## config.mk

```make
export PLATFORM = sky130hd
export DESIGN_NAME = logic_unit_seq
export DESIGN_NICKNAME = d
export VERILOG_FILES = /design/src/rtl/logic_unit_seq.sv
export SDC_FILE = /design/constraint.sdc
export NUM_CORES = 1
export LEC_CHECK = 0
export ABC_AREA = 1
export BUFFER_PORTS_ARGS = -buffer_cell sky130_fd_sc_hd__buf_2
export CORE_MARGIN = 4
export CORE_UTILIZATION = 45
export DETAILED_ROUTE_END_ITERATION = 10
export PLACE_DENSITY = 0.7
export SLEW_MARGIN = 20
export SYNTH_ARGS = -nofsm -noshare
export SYNTH_HDL_FRONTEND = slang
export SYNTH_SLANG_ARGS = --single-unit
```

## constraint.sdc

```tcl
create_clock -name clk -period 2.75 [get_ports clk]
set_input_delay 0.275 -clock clk [delete_from_list [all_inputs] [get_ports clk]]
set_output_delay 0.275 -clock clk [all_outputs]
set_load 0.03 [all_outputs]
```

## src/rtl/logic_unit_seq.sv

```systemverilog
// Multi-cycle bitwise logic unit: applies one of eight operations CHUNK bits per cycle,
// LSB chunk first, and returns the result with zero, parity and population-count flags.
module logic_unit_seq #(
    parameter int unsigned WIDTH = 8,
    parameter int unsigned CHUNK = 2
) (
    input  logic                         clk,
    input  logic                         rst_n,
    input  logic                         in_valid,
    output logic                         in_ready,
    input  logic [2:0]                   op,
    input  logic [WIDTH-1:0]             a,
    input  logic [WIDTH-1:0]             b,
    output logic                         out_valid,
    input  logic                         out_ready,
    output logic [WIDTH-1:0]             result,
    output logic                         zero,
    output logic                         parity,
    output logic [$clog2(WIDTH+1)-1:0]   ones
);

    localparam int unsigned BEATS  = WIDTH / CHUNK;
    localparam int unsigned BEAT_W = (BEATS > 1) ? $clog2(BEATS) : 1;
    localparam int unsigned ONES_W = $clog2(WIDTH + 1);
    localparam logic [BEAT_W-1:0] LAST_BEAT = BEAT_W'(BEATS - 1);

    generate
        if (WIDTH < 1 || CHUNK < 1 || CHUNK > WIDTH || (WIDTH % CHUNK) != 0) begin : g_bad_cfg
            $error("logic_unit_seq: WIDTH must be >= 1 and a multiple of CHUNK");
        end
    endgenerate

    typedef enum logic [1:0] {IDLE, BUSY, DONE} state_t;

    state_t              state;
    logic [BEAT_W-1:0]   beat;
    logic [2:0]          op_q;
    logic [WIDTH-1:0]    a_q;
    logic [WIDTH-1:0]    b_q;
    logic [CHUNK-1:0]    chunk_a;
    logic [CHUNK-1:0]    chunk_b;
    logic [CHUNK-1:0]    chunk_res;
    logic [ONES_W-1:0]   ones_nxt;

    function automatic logic [CHUNK-1:0] apply_op(input logic [2:0]       o,
                                                  input logic [CHUNK-1:0] x,
                                                  input logic [CHUNK-1:0] y);
        case (o)
            3'b000:  apply_op = ~x;
            3'b001:  apply_op = x & y;
            3'b010:  apply_op = x | y;
            3'b011:  apply_op = x ^ y;
            3'b100:  apply_op = ~(x & y);
            3'b101:  apply_op = ~(x | y);
            3'b110:  apply_op = ~(x ^ y);
            default: apply_op = x;
        endcase
    endfunction

    function automatic logic [ONES_W-1:0] popcount(input logic [CHUNK-1:0] x);
        popcount = '0;
        for (int unsigned k = 0; k < CHUNK; k++) begin
            popcount = popcount + ONES_W'(x[k]);
        end
    endfunction

    // Select the current chunk of the latched operands and evaluate it.
    always_comb begin
        chunk_a = '0;
        chunk_b = '0;
        for (int unsigned k = 0; k < BEATS; k++) begin
            if (beat == BEAT_W'(k)) begin
                chunk_a = a_q[k*CHUNK +: CHUNK];
                chunk_b = b_q[k*CHUNK +: CHUNK];
            end
        end
        chunk_res = apply_op(op_q, chunk_a, chunk_b);
        ones_nxt  = ones + popcount(chunk_res);
    end

    assign parity = ones[0];

    // Control FSM with registered handshake, result and flag outputs.
    always_ff @(posedge clk or negedge rst_n) begin
        if (!rst_n) begin
            state     <= IDLE;
            in_ready  <= 1'b0;
            out_valid <= 1'b0;
            beat      <= '0;
            op_q      <= '0;
            a_q       <= '0;
            b_q       <= '0;
            result    <= '0;
            ones      <= '0;
            zero      <= 1'b0;
        end else begin
            case (state)
                IDLE: begin
                    if (in_valid && in_ready) begin
                        op_q     <= op;
                        a_q      <= a;
                        b_q      <= b;
                        beat     <= '0;
                        result   <= '0;
                        ones     <= '0;
                        zero     <= 1'b1;
                        in_ready <= 1'b0;
                        state    <= BUSY;
                    end else begin
                        in_ready <= 1'b1;
                    end
                end
                BUSY: begin
                    for (int unsigned k = 0; k < BEATS; k++) begin
                        if (beat == BEAT_W'(k)) begin
                            result[k*CHUNK +: CHUNK] <= chunk_res;
                        end
                    end
                    ones <= ones_nxt;
                    zero <= (ones_nxt == '0);
                    beat <= beat + BEAT_W'(1);
                    if (beat == LAST_BEAT) begin
                        out_valid <= 1'b1;
                        state     <= DONE;
                    end
                end
                DONE: begin
                    if (out_ready) begin
                        out_valid <= 1'b0;
                        in_ready  <= 1'b1;
                        state     <= IDLE;
                    end
                end
                default: begin
                    out_valid <= 1'b0;
                    in_ready  <= 1'b0;
                    state     <= IDLE;
                end
            endcase
        end
    end

endmodule

```

==> results.md, run 1 <==
* Unrepaired setup endpoints after global routing: yes
* Initial antenna violation count at 0
* Fraction of registers with async set/reset at 100.0%
* CTS tree: done
* Skew-Pair Late Insertion Delay at 290 ps
* Critical-path cell list: inv_2 -> ha_4 -> nand2_2 -> o21ai_1 -> nand2_1 -> nand2_1 -> o21a_1 -> inv_2 -> ha_4 -> inv_2 -> o211ai_1 -> nor2_1 -> nand2_2 -> nand2_2 -> fa_2 -> inv_4 -> ha_4 -> nand2_4 -> o21a_1 -> o2111a_1
* Width of the die at 75.34 microns
* Pre-CTS setup slack at -181.6 ps
* Final Cycle Share at 106.5%
* Reg clk slew, reported paths at 80 ps
* Synth Cell Area at 0.002041 sq mm
* Nets at 351
* Syn_nets at 292
* Fillers at 389
* TritonRoute pass-1 iters at 4
* Layout area overhead at 31.70%
* Critical path endpoint category: flip-flop
* Register area share after synthesis at 46.60%
* Final antenna-violating net count at 0
* Fin util at 61.30%
* CP max stage cell: dfrtp_1
* WHS at 92.76 ps
* Worst rel slew slack at 42.18%
* Synthesized flop and latch total at 38
* Crit Path Class: reg -> reg
* Vias in the first global route at 1867
* Top cell family by delay on the critical path: adder cells
* Antenna cells at 0
* Violations in the final reports: negative setup slack
* Required @ worst endpoint at 2970 ps
* Die footprint at 0.005676 sq mm
* Largest net degree at the start of global routing at 39
* Chip Height at 75.34 microns
* Post-synth top cells: 94 x nand2_1, 38 x dfrtp_1, 24 x inv_1, 16 x nand3_1, 15 x o21ai_0
* FP Rows at 24
* Clk root buf: clkbuf_8
* Drc violations at 0
* Achievable frequency at 341.4 MHz
* Hold Path Class: in -> async
* Gr usage total at 18.99%
* Worst Setup Start Kind: flip-flop
* Synth warnings at 0
* Drt wl/cell at 12.79 microns
* First-pass GRT wire length at 8293 microns
* Via count at 1840
* Top FF cell, synth: dfrtp_1
* Slew Limit Fails at 0
* Most common cell in the netlist: nand2_1
* Clock sink count at 38
* Core Region at 0.004384 sq mm
* Synth cell types at 30
* Worst-path maximum fanout at 7
* Max Cap Viol at 0
* Final instance area at 0.002688 sq mm
* Routed vias/inst at 4.946
* Final wirelength at 4759 microns
* Yosys top cell area share at 46.60%
* Synth area leaders: dfrtp_1 47%, nand2_1 17%, ha_1 4.9%
* Placed wire-length estimate at 3279 microns
* IO Port Bufs at 38
* Max incr delay on CP at 410 ps
* Synth area leader: dfrtp_1
* Syn_area_per_cell at 7.849 sq um
* Crit path time final at 2929 ps
* Initial drt markers at 76
* Grt ovf at 0
* # IOs at 39
* GPL Wtd Cong at 0.8569
* Final Hold Viols at 0
* Outcome: finished with violations
* Tightest Pin Transition at 867.3 ps
* Share of layout cells above drive strength 1 at 36.88%
* H-tree depth at 2
* Critical path arrival at 3150 ps
* Final setup vio count at 3
* Skew final at 7.848 ps
* Synth Instances at 260
* Worst path bufs/invs at 4
* Num CTS Buffers at 5
* Number of flops mapped to enable cells by yosys at 0
* Clock buffer depth at 2
* Worst Setup Slack, final at -178.7 ps
* Initial Util at 46.55%
* Placed cell areas at 0.002380 sq mm
## state kept, by name, indices dropped and copies added, names as in the netlist
register   count
ones           4
a_q            8
state          2
zero           1
b_q            8
result         8
beat           2
out_valid      1
op_q           3
in_ready       1
## worst paths after layout
path	startpoint	endpoint	slack (ps)	depth (start not counted)
worst max-delay path	beat[1]	zero	-180	20
worst min-delay path	rst_n	result[6]	90	1
worst max register to register	beat[1]	zero	-180	20
worst min register to register	result[7]	result[7]	480	2
max in group asynchronous	rst_n	beat[0]	2050	1
min in group clk	b[3]	b_q[3]	180	3
## stage by stage
stage / TNS [ps] / std cells
after floorplan: -10.87 / 260
after global placement: -76.88 / 355
after detailed placement: -292.5 / 355
after CTS: -708.2 / 372
after global routing: -845.8 / 372
final: -298.3 / 372
## cell families after synthesis
family	synth area share, %
compound gates	10.42
fa+ha+maj	5.886
flops	46.60
buf+inv	9.013
simple gates	28.08
## cell usage in the layout (no fill, tap or decap), drive strengths merged
cell	count
a21oi	9
buf	59
bufinv	2
clkbuf	6
dfrtp	38
fa	1
ha	8
inv	36
nand2	101
nand3	17
nand4	5
nor2	7
nor3	3
o2111a	1
o211ai	3
o21a	2
o21ai	18
o22ai	2
o31ai	1
or2	1
## worst register-to-register path: cells and delay by family, from the launching register on
| kind | cells | cell delay [ps] |
|---|---|---|
| AND/OR/NAND/NOR | 7 | 460 |
| flip-flops | 1 | 410 |
| buffers and inverters | 4 | 300 |
| adder cells (fa/ha/maj) | 4 | 1010 |
| AO/OA/AOI/OAI | 5 | 690 |
## timing repair
| action | in CTS | in global routing |
|---|---|---|
| pin swaps | 11 | 18 |
| hold buffers | 0 | 0 |
| setup buffers | 10 | 4 |
| gates resized for setup | 15 | 15 |
| endpoints found under the setup margin | 4 | 9 |
| endpoints found under the hold margin | 0 | 0 |
## layer usage
metal  up-vias  GRT usage, %  wire length (microns)
li1        946             -                      -
met3        10         3.034                    132
met5         -             0                      0
met2        31         32.98                   2453
met4         0         7.184                    104
met1       853         23.74                   2069
## cell type report
cell class	instances	area, sq um	share of cell area [%]
clock buffers	6	82.58	3.073
clock inverters	2	60.06	2.235
inverters	36	142.6	5.307
multi-input cells	179	1030	38.31
flip-flops and latches	38	952.2	35.43
well taps	52	65.06	2.421
repair buffers	59	355.3	13.22
Power of run 1 is left out: the tool's default activity adds up to more than one toggle a clock period on the data nets, which glitch-free logic cannot reach.
==> inputs of run 2 (changes only) <==
- MAX_ROUTING_LAYER: not set -> met4
==> run 2 against run 1 <==
  * The run still ends with negative setup slack left
  * Worst setup slack improved by 68 ps
  * Sequential share of layout area rose by 1.0 points
  * Critical endpoint unchanged
  * Global-route usage fell by 0.77 points
  * Via count fell by 2.1%
  * Critical path depth did not move
  * Fmax rose by 2.4%
  * Cell count fell by 1.6%
  * Register-to-register slack improved by 70 ps
  * Cell area fell by 2.9%
  * Die area did not move
  * Sequential cell count did not move
==> results.md, run 2 (synthesis gave the netlist of run 1 again) <==
* Vias in the first global route at 1751 (was 1867)
* GPL Wtd Cong at 0.8737 (was 0.8569)
* Critical path arrival at 3090 ps (was 3150 ps)
* Unrepaired setup endpoints after global routing: yes (unchanged)
* Skew-Pair Late Insertion Delay at 290 ps (about the same)
* First-pass GRT wire length at 7624 microns (was 8293 microns)
* Maximum VDD drop at 0.0006191 V
* Placed cell areas at 0.002372 sq mm (was 0.002380 sq mm)
* Via count at 1802 (was 1840)
* Worst Setup Start Kind: flip-flop (unchanged)
* CTS tree: done (unchanged)
* Final setup vio count at 2 (was 3)
* TritonRoute pass-1 iters at 4 (unchanged)
* Final Hold Viols at 0 (unchanged)
* Fin util at 59.53% (was 61.30%)
* Critical path endpoint category: flip-flop (unchanged)
* Final Cycle Share at 104.0% (was 106.5%)
* Hold Path Class: in -> async (unchanged)
* Final antenna-violating net count at 0 (unchanged)
* Grt ovf at 0 (unchanged)
* Biggest regs: a_q x8, b_q x8, result x8 (unchanged)
* Worst-path maximum fanout at 7 (unchanged)
* Drc violations at 0 (unchanged)
* Tightest Pin Transition at 869.6 ps (was 867.3 ps)
* # IOs at 39 (unchanged)
* Gr usage total at 18.22% (was 18.99%)
* FP Rows at 24 (unchanged)
* Die footprint at 0.005676 sq mm (unchanged)
* Worst Setup Slack, final at -111.0 ps (was -178.7 ps)
* Area of the multi-input gates at 0.001005 sq mm (was 0.001030 sq mm)
* Initial Util at 46.55% (unchanged)
* Width of the die at 75.34 microns (unchanged)
* Reg clk slew, reported paths at 80 ps (about the same)
* H-tree depth at 2 (unchanged)
* Nets at 345 (was 351)
* Crit-path most repeated cell: inv_2
* Commonest non-fill, non-tap cell in the layout: nand2_1 (unchanged)
* Achievable frequency at 349.5 MHz (was 341.4 MHz)
* Chip Height at 75.34 microns (unchanged)
* Register area at 950.9 sq um (was 952.2 sq um)
* Pwr dens at 1557 mW/mm^2
* Initial antenna violation count at 0 (unchanged)
* Worst rel slew slack at 42.03% (was 42.18%)
* Violations in the final reports: negative setup slack (unchanged)
* Max Cap Viol at 0 (unchanged)
* IO Port Bufs at 38 (unchanged)
* Largest net degree at the start of global routing at 39 (unchanged)
* Skew final at 7.755 ps (was 7.848 ps)
* Hold buffer count at CTS at 0 (unchanged)
* Slew Limit Fails at 0 (unchanged)
* CP max stage cell: dfrtp_1 (unchanged)
* Clock sink count at 38 (unchanged)
* Final instance area at 0.002610 sq mm (was 0.002688 sq mm)
* Critical-path cell list: buf_6 -> ha_4 -> a21oi_1 -> nand2_1 -> nand2_1 -> nand2_2 -> inv_2 -> ha_1 -> nand2_1 -> o21ai_0 -> nand3_1 -> inv_2 -> nand2_2 -> inv_2 -> fa_2 -> inv_2 -> ha_4 -> nand2_2 -> o21a_1 -> o2111a_1 (was inv_2 -> ha_4 -> nand2_2 -> o21ai_1 -> nand2_1 -> nand2_1 -> o21a_1 -> inv_2 -> ha_4 -> inv_2 -> o211ai_1 -> nor2_1 -> nand2_2 -> nand2_2 -> fa_2 -> inv_4 -> ha_4 -> nand2_4 -> o21a_1 -> o2111a_1)
* Antenna cells at 0 (unchanged)
* Routed vias/inst at 4.923 (was 4.946)
* Final wirelength at 4603 microns (was 4759 microns)
* Required @ worst endpoint at 2980 ps (was 2970 ps)
* Max incr delay on CP at 420 ps (was 410 ps)
* Share of layout cells above drive strength 1 at 34.39% (was 36.88%)
* Sum Neg Setup Slack at -124.6 ps (was -298.3 ps)
* Clk root buf: clkbuf_8 (unchanged)
* Clock buffer depth at 2 (unchanged)
* Layout area overhead at 27.90% (was 31.70%)
* Core Region at 0.004384 sq mm (unchanged)
* LEAKAGE at 0.001398 uW
* Outcome: finished with violations (unchanged)
* Fillers at 387 (was 389)
* Commonest non-fill, non-tap cells in the layout: 89 x nand2_1, 38 x dfrtp_1, 38 x buf_2 (was 89 x nand2_1, 38 x buf_2, 37 x dfrtp_1)
* Crit path time final at 2861 ps (was 2929 ps)
* Initial drt markers at 119 (was 76)
* Drt wl/cell at 12.58 microns (was 12.79 microns)
* Placed wire-length estimate at 3283 microns (was 3279 microns)
* Num CTS Buffers at 5 (unchanged)
* Crit Path Class: reg -> reg (unchanged)
run 2: changes by cell type in the layout (fill, tap and decap cells not counted), sizes merged:
cell  previous run  this run
buf             59        53
run 2: worst max-delay path, delay by kind of cell (launching register included):
kind	cells	cell delay, ps
AOI/OAI and AO/OA	4	540
adders and majority gates	4	970
buffers and inverters	5	360
DFF	1	420
and+or+nand+nor	7	510
run 2: area by class of cell:
class | instances | area share [%]
Multi-Input combinational cell | 179 | 38.49
Sequential cell | 38 | 36.43
Timing Repair Buffer | 53 | 11.74
Inverter | 36 | 5.369
Clock buffer | 6 | 3.164
Tap cell | 52 | 2.493
Clock inverter | 2 | 2.301
run 2: path summary, 6_finish.rpt:
kind,startpoint,endpoint,slack [ps],cells after the start
setup / recovery,beat[0],zero,-110,20
hold / removal,rst_n,out_valid,80,1
max in group asynchronous,rst_n,beat[1],2110,1
setup reg to reg,beat[0],zero,-110,20
hold reg to reg,result[0],result[0],480,2
min in group clk,b[3],b_q[3],170,3
run 2: power breakdown:
| part | leakage [uW] | internal, uW | switching [uW] |
|---|---|---|---|
| sequential | 0.000481 | 809 | 186 |
| clock | 0.0000714 | 387 | 203 |
| combinational | 0.000845 | 1030 | 1450 |
| total | 0.00140 | 2230 | 1840 |
run 2: per-layer routing:
metal | wire length (microns) | track usage, %
met5 | 0 | -
met4 | 42 | 6.796
met3 | 198 | 4.090
met2 | 2313 | 29.15
met1 | 2048 | 22.59
run 2: metrics by stage:
stage	instances	power (uW)	hold slack [ps]	worst slack, ps
after floorplan	260	2572	-20.59	-10.87
after global placement	354	3134	428.8	-76.30
after detailed placement	354	3191	432.9	-170.2
after CTS	365	3945	107.7	-165.2
after global routing	366	4464	151.5	-317.3
final	366	4064	84.14	-111.0
run 2: what timing repair did:
item,4_1_cts,5_1_grt
resized for setup,9,9
setup endpoints to repair,4,5
pin swaps,9,13
setup buffers,3,1
Power figures use the tool's default switching activity.
==> inputs of run 3 (changes only) <==
- SKIP_CTS_REPAIR_TIMING: not set -> 1
==> run 3 against run 2 <==
  * The flow still finishes with violations (negative setup slack)
  * Cell count shrank 0.55%
  * Die area is the same
  * Sequential share of layout area grew 0.57 points
  * Clock-buffer cell count is the same
  * Via count shrank 1.2%
  * Non-clock buffer count shrank 2
  * Clock skew grew 1.7 ps
  * Utilization shrank 0.91 points
  * Critical endpoint unchanged
  * Largest cell class unchanged
==> results.md, run 3 (synthesis gave the netlist of run 1 again) <==
* Maximum VDD drop at 0.0005877 V (was 0.0006191 V)
* Skew-Pair Late Insertion Delay at 300 ps (was 290 ps)
* Die footprint at 0.005676 sq mm (unchanged)
* Final setup vio count at 4 (was 2)
* Unrepaired setup endpoints after global routing: yes (unchanged)
* GPL Wtd Cong at 0.8737 (unchanged)
* Gr usage total at 17.99% (was 18.22%)
* Clock buffer depth at 2 (unchanged)
* # IOs at 39 (unchanged)
* Max Cap Viol at 0 (unchanged)
* Critical path arrival at 3170 ps (was 3090 ps)
* Routed vias/inst at 4.890 (was 4.923)
* Placed cell areas at 0.002372 sq mm (unchanged)
* Initial Util at 46.55% (unchanged)
* Via count at 1780 (was 1802)
* IO Port Bufs at 38 (unchanged)
* Clk root buf: clkbuf_8 (unchanged)
* Initial drt markers at 138 (was 119)
* Num CTS Buffers at 5 (unchanged)
* Commonest non-fill, non-tap cell in the layout: nand2_1 (unchanged)
* Final Hold Viols at 0 (unchanged)
* Chip Height at 75.34 microns (unchanged)
* LEAKAGE at 0.001385 uW (was 0.001398 uW)
* Clock sink count at 38 (unchanged)
* Skew final at 9.407 ps (was 7.755 ps)
* Tot Pwr at 3975 uW (was 4064 uW)
* Core Region at 0.004384 sq mm (unchanged)
* TritonRoute pass-1 iters at 4 (unchanged)
* Commonest non-fill, non-tap cells in the layout: 91 x nand2_1, 38 x dfrtp_1, 38 x buf_2 (was 89 x nand2_1, 38 x dfrtp_1, 38 x buf_2)
* Placed wire-length estimate at 3283 microns (unchanged)
* Reg clk slew, reported paths at 80 ps (about the same)
* First-pass GRT wire length at 7514 microns (was 7624 microns)
* Drt wl/cell at 12.65 microns (was 12.58 microns)
* Drc violations at 0 (unchanged)
* CTS tree: done (unchanged)
* Vias in the first global route at 1725 (was 1751)
* Final Cycle Share at 107.0% (was 104.0%)
* Violations in the final reports: negative setup slack (unchanged)
* Final wirelength at 4605 microns (was 4603 microns)
* Worst-path maximum fanout at 5 (was 7)
* Worst r2r dst: zero (unchanged)
* Initial antenna violation count at 0 (unchanged)
* Final instance area at 0.002570 sq mm (was 0.002610 sq mm)
* Crit path time final at 2943 ps (was 2861 ps)
* WHS at 86.31 ps (was 84.14 ps)
* Antenna cells at 0 (unchanged)
* Hold Path Class: in -> async (unchanged)
* Worst rel slew slack at 41.50% (was 42.03%)
* Crit Path Class: reg -> reg (unchanged)
* Tightest Pin Transition at 877.4 ps (was 869.6 ps)
* Biggest regs: a_q x8, b_q x8, result x8 (unchanged)
* Final antenna-violating net count at 0 (unchanged)
* Achievable frequency at 339.8 MHz (was 349.5 MHz)
* FP Rows at 24 (unchanged)
* H-tree depth at 2 (unchanged)
* Slew Limit Fails at 0 (unchanged)
* Nets at 343 (was 345)
* Worst Setup Slack, final at -193.3 ps (was -111.0 ps)
* Worst Setup Start Kind: flip-flop (unchanged)
* Reg2reg setup slack at -190 ps (was -110 ps)
* Layout area overhead at 25.93% (was 27.90%)
* Worst Reg-to-Reg Cells at 20 (unchanged)
* Largest net degree at the start of global routing at 39 (unchanged)
* Fillers at 393 (was 387)
* Grt ovf at 0 (unchanged)
* Width of the die at 75.34 microns (unchanged)
* Critical path endpoint category: flip-flop (unchanged)
* Pwr dens at 1547 mW/mm^2 (was 1557 mW/mm^2)
* Required @ worst endpoint at 2980 ps (about the same)
* Outcome: finished with violations (unchanged)
* Critical R2R Launch: beat[0] (unchanged)
* Share of layout cells above drive strength 1 at 32.05% (was 34.39%)
## run 3: cell types whose count changed in the layout (fill, tap and decap cells not counted)
| cell | delta |
|---|---|
| nand3_1 | +2 |
| a21oi_2 | -1 |
| a21oi_1 | +1 |
| nand3_2 | -2 |
| inv_4 | -1 |
| nand2_2 | -2 |
| buf_6 | -1 |
| nand2_1 | +2 |
| buf_4 | -1 |
| inv_1 | +1 |
## run 3: per-layer routing
layer  wire [microns]  global-route usage (%)  up-vias
met5                0                       -        -
met4               78                   6.408        0
met3              164                   3.958        7
met2             2293                   28.67       31
met1             2068                   22.59      815
li1                 -                       -      927
## run 3: layout make-up
class / count / area (sq um) / area share [%]
Multi-Input combinational cell: 179 / 985.9 / 38.36
Tap cell: 52 / 65.06 / 2.532
Clock inverter: 2 / 60.06 / 2.337
Timing Repair Buffer: 51 / 287.8 / 11.20
Clock buffer: 6 / 82.58 / 3.213
Inverter: 36 / 137.6 / 5.355
Sequential cell: 38 / 950.9 / 37.00
## run 3: critical path, cell delays in order (launching register included)
cell and delay [ps]:
dfrtp_1 440, inv_2 140, ha_4 170, nand2_2 50, o21ai_1 120, nand2_1 60, nand2_1 50, o21a_1 160
inv_2 50, ha_4 260, inv_2 30, o211ai_1 160, nor2_1 80, nand2_2 70, nand2_2 60, fa_2 350
inv_2 90, ha_4 200, nand2_2 70, o21a_1 120, o2111a_1 170
## run 3: how the worst max path moves through the flow
stage             from   end  slack [ps]  cells after the start
4_1_cts        beat[0]  zero        -190                     21
3_3_place_gp   beat[0]  zero         -80                     21
3_5_place_dp   beat[0]  zero        -170                     21
5_1_grt        beat[0]  zero        -380                     20
6_report       beat[0]  zero        -190                     20
2_1_floorplan  beat[0]  zero         -10                     21
## run 3: per-stage QoR
step / cells / setup WS [ps] / TNS (ps) / util (%)
finish: 364 / -193.3 / -300.6 / 58.62
floorplan: 260 / -10.87 / -10.87 / -
CTS: 362 / -190.6 / -353.7 / 57.36
detailed placement: 354 / -170.2 / -275.3 / 54.11
global placement: 354 / -76.30 / -76.30 / 54.11
global route: 364 / -384.9 / -1161 / 58.62
## run 3: where the power goes
group	switching (uW)	internal, uW
sequential	183	809
clock	205	387
combinational	1420	975
total	1800	2170
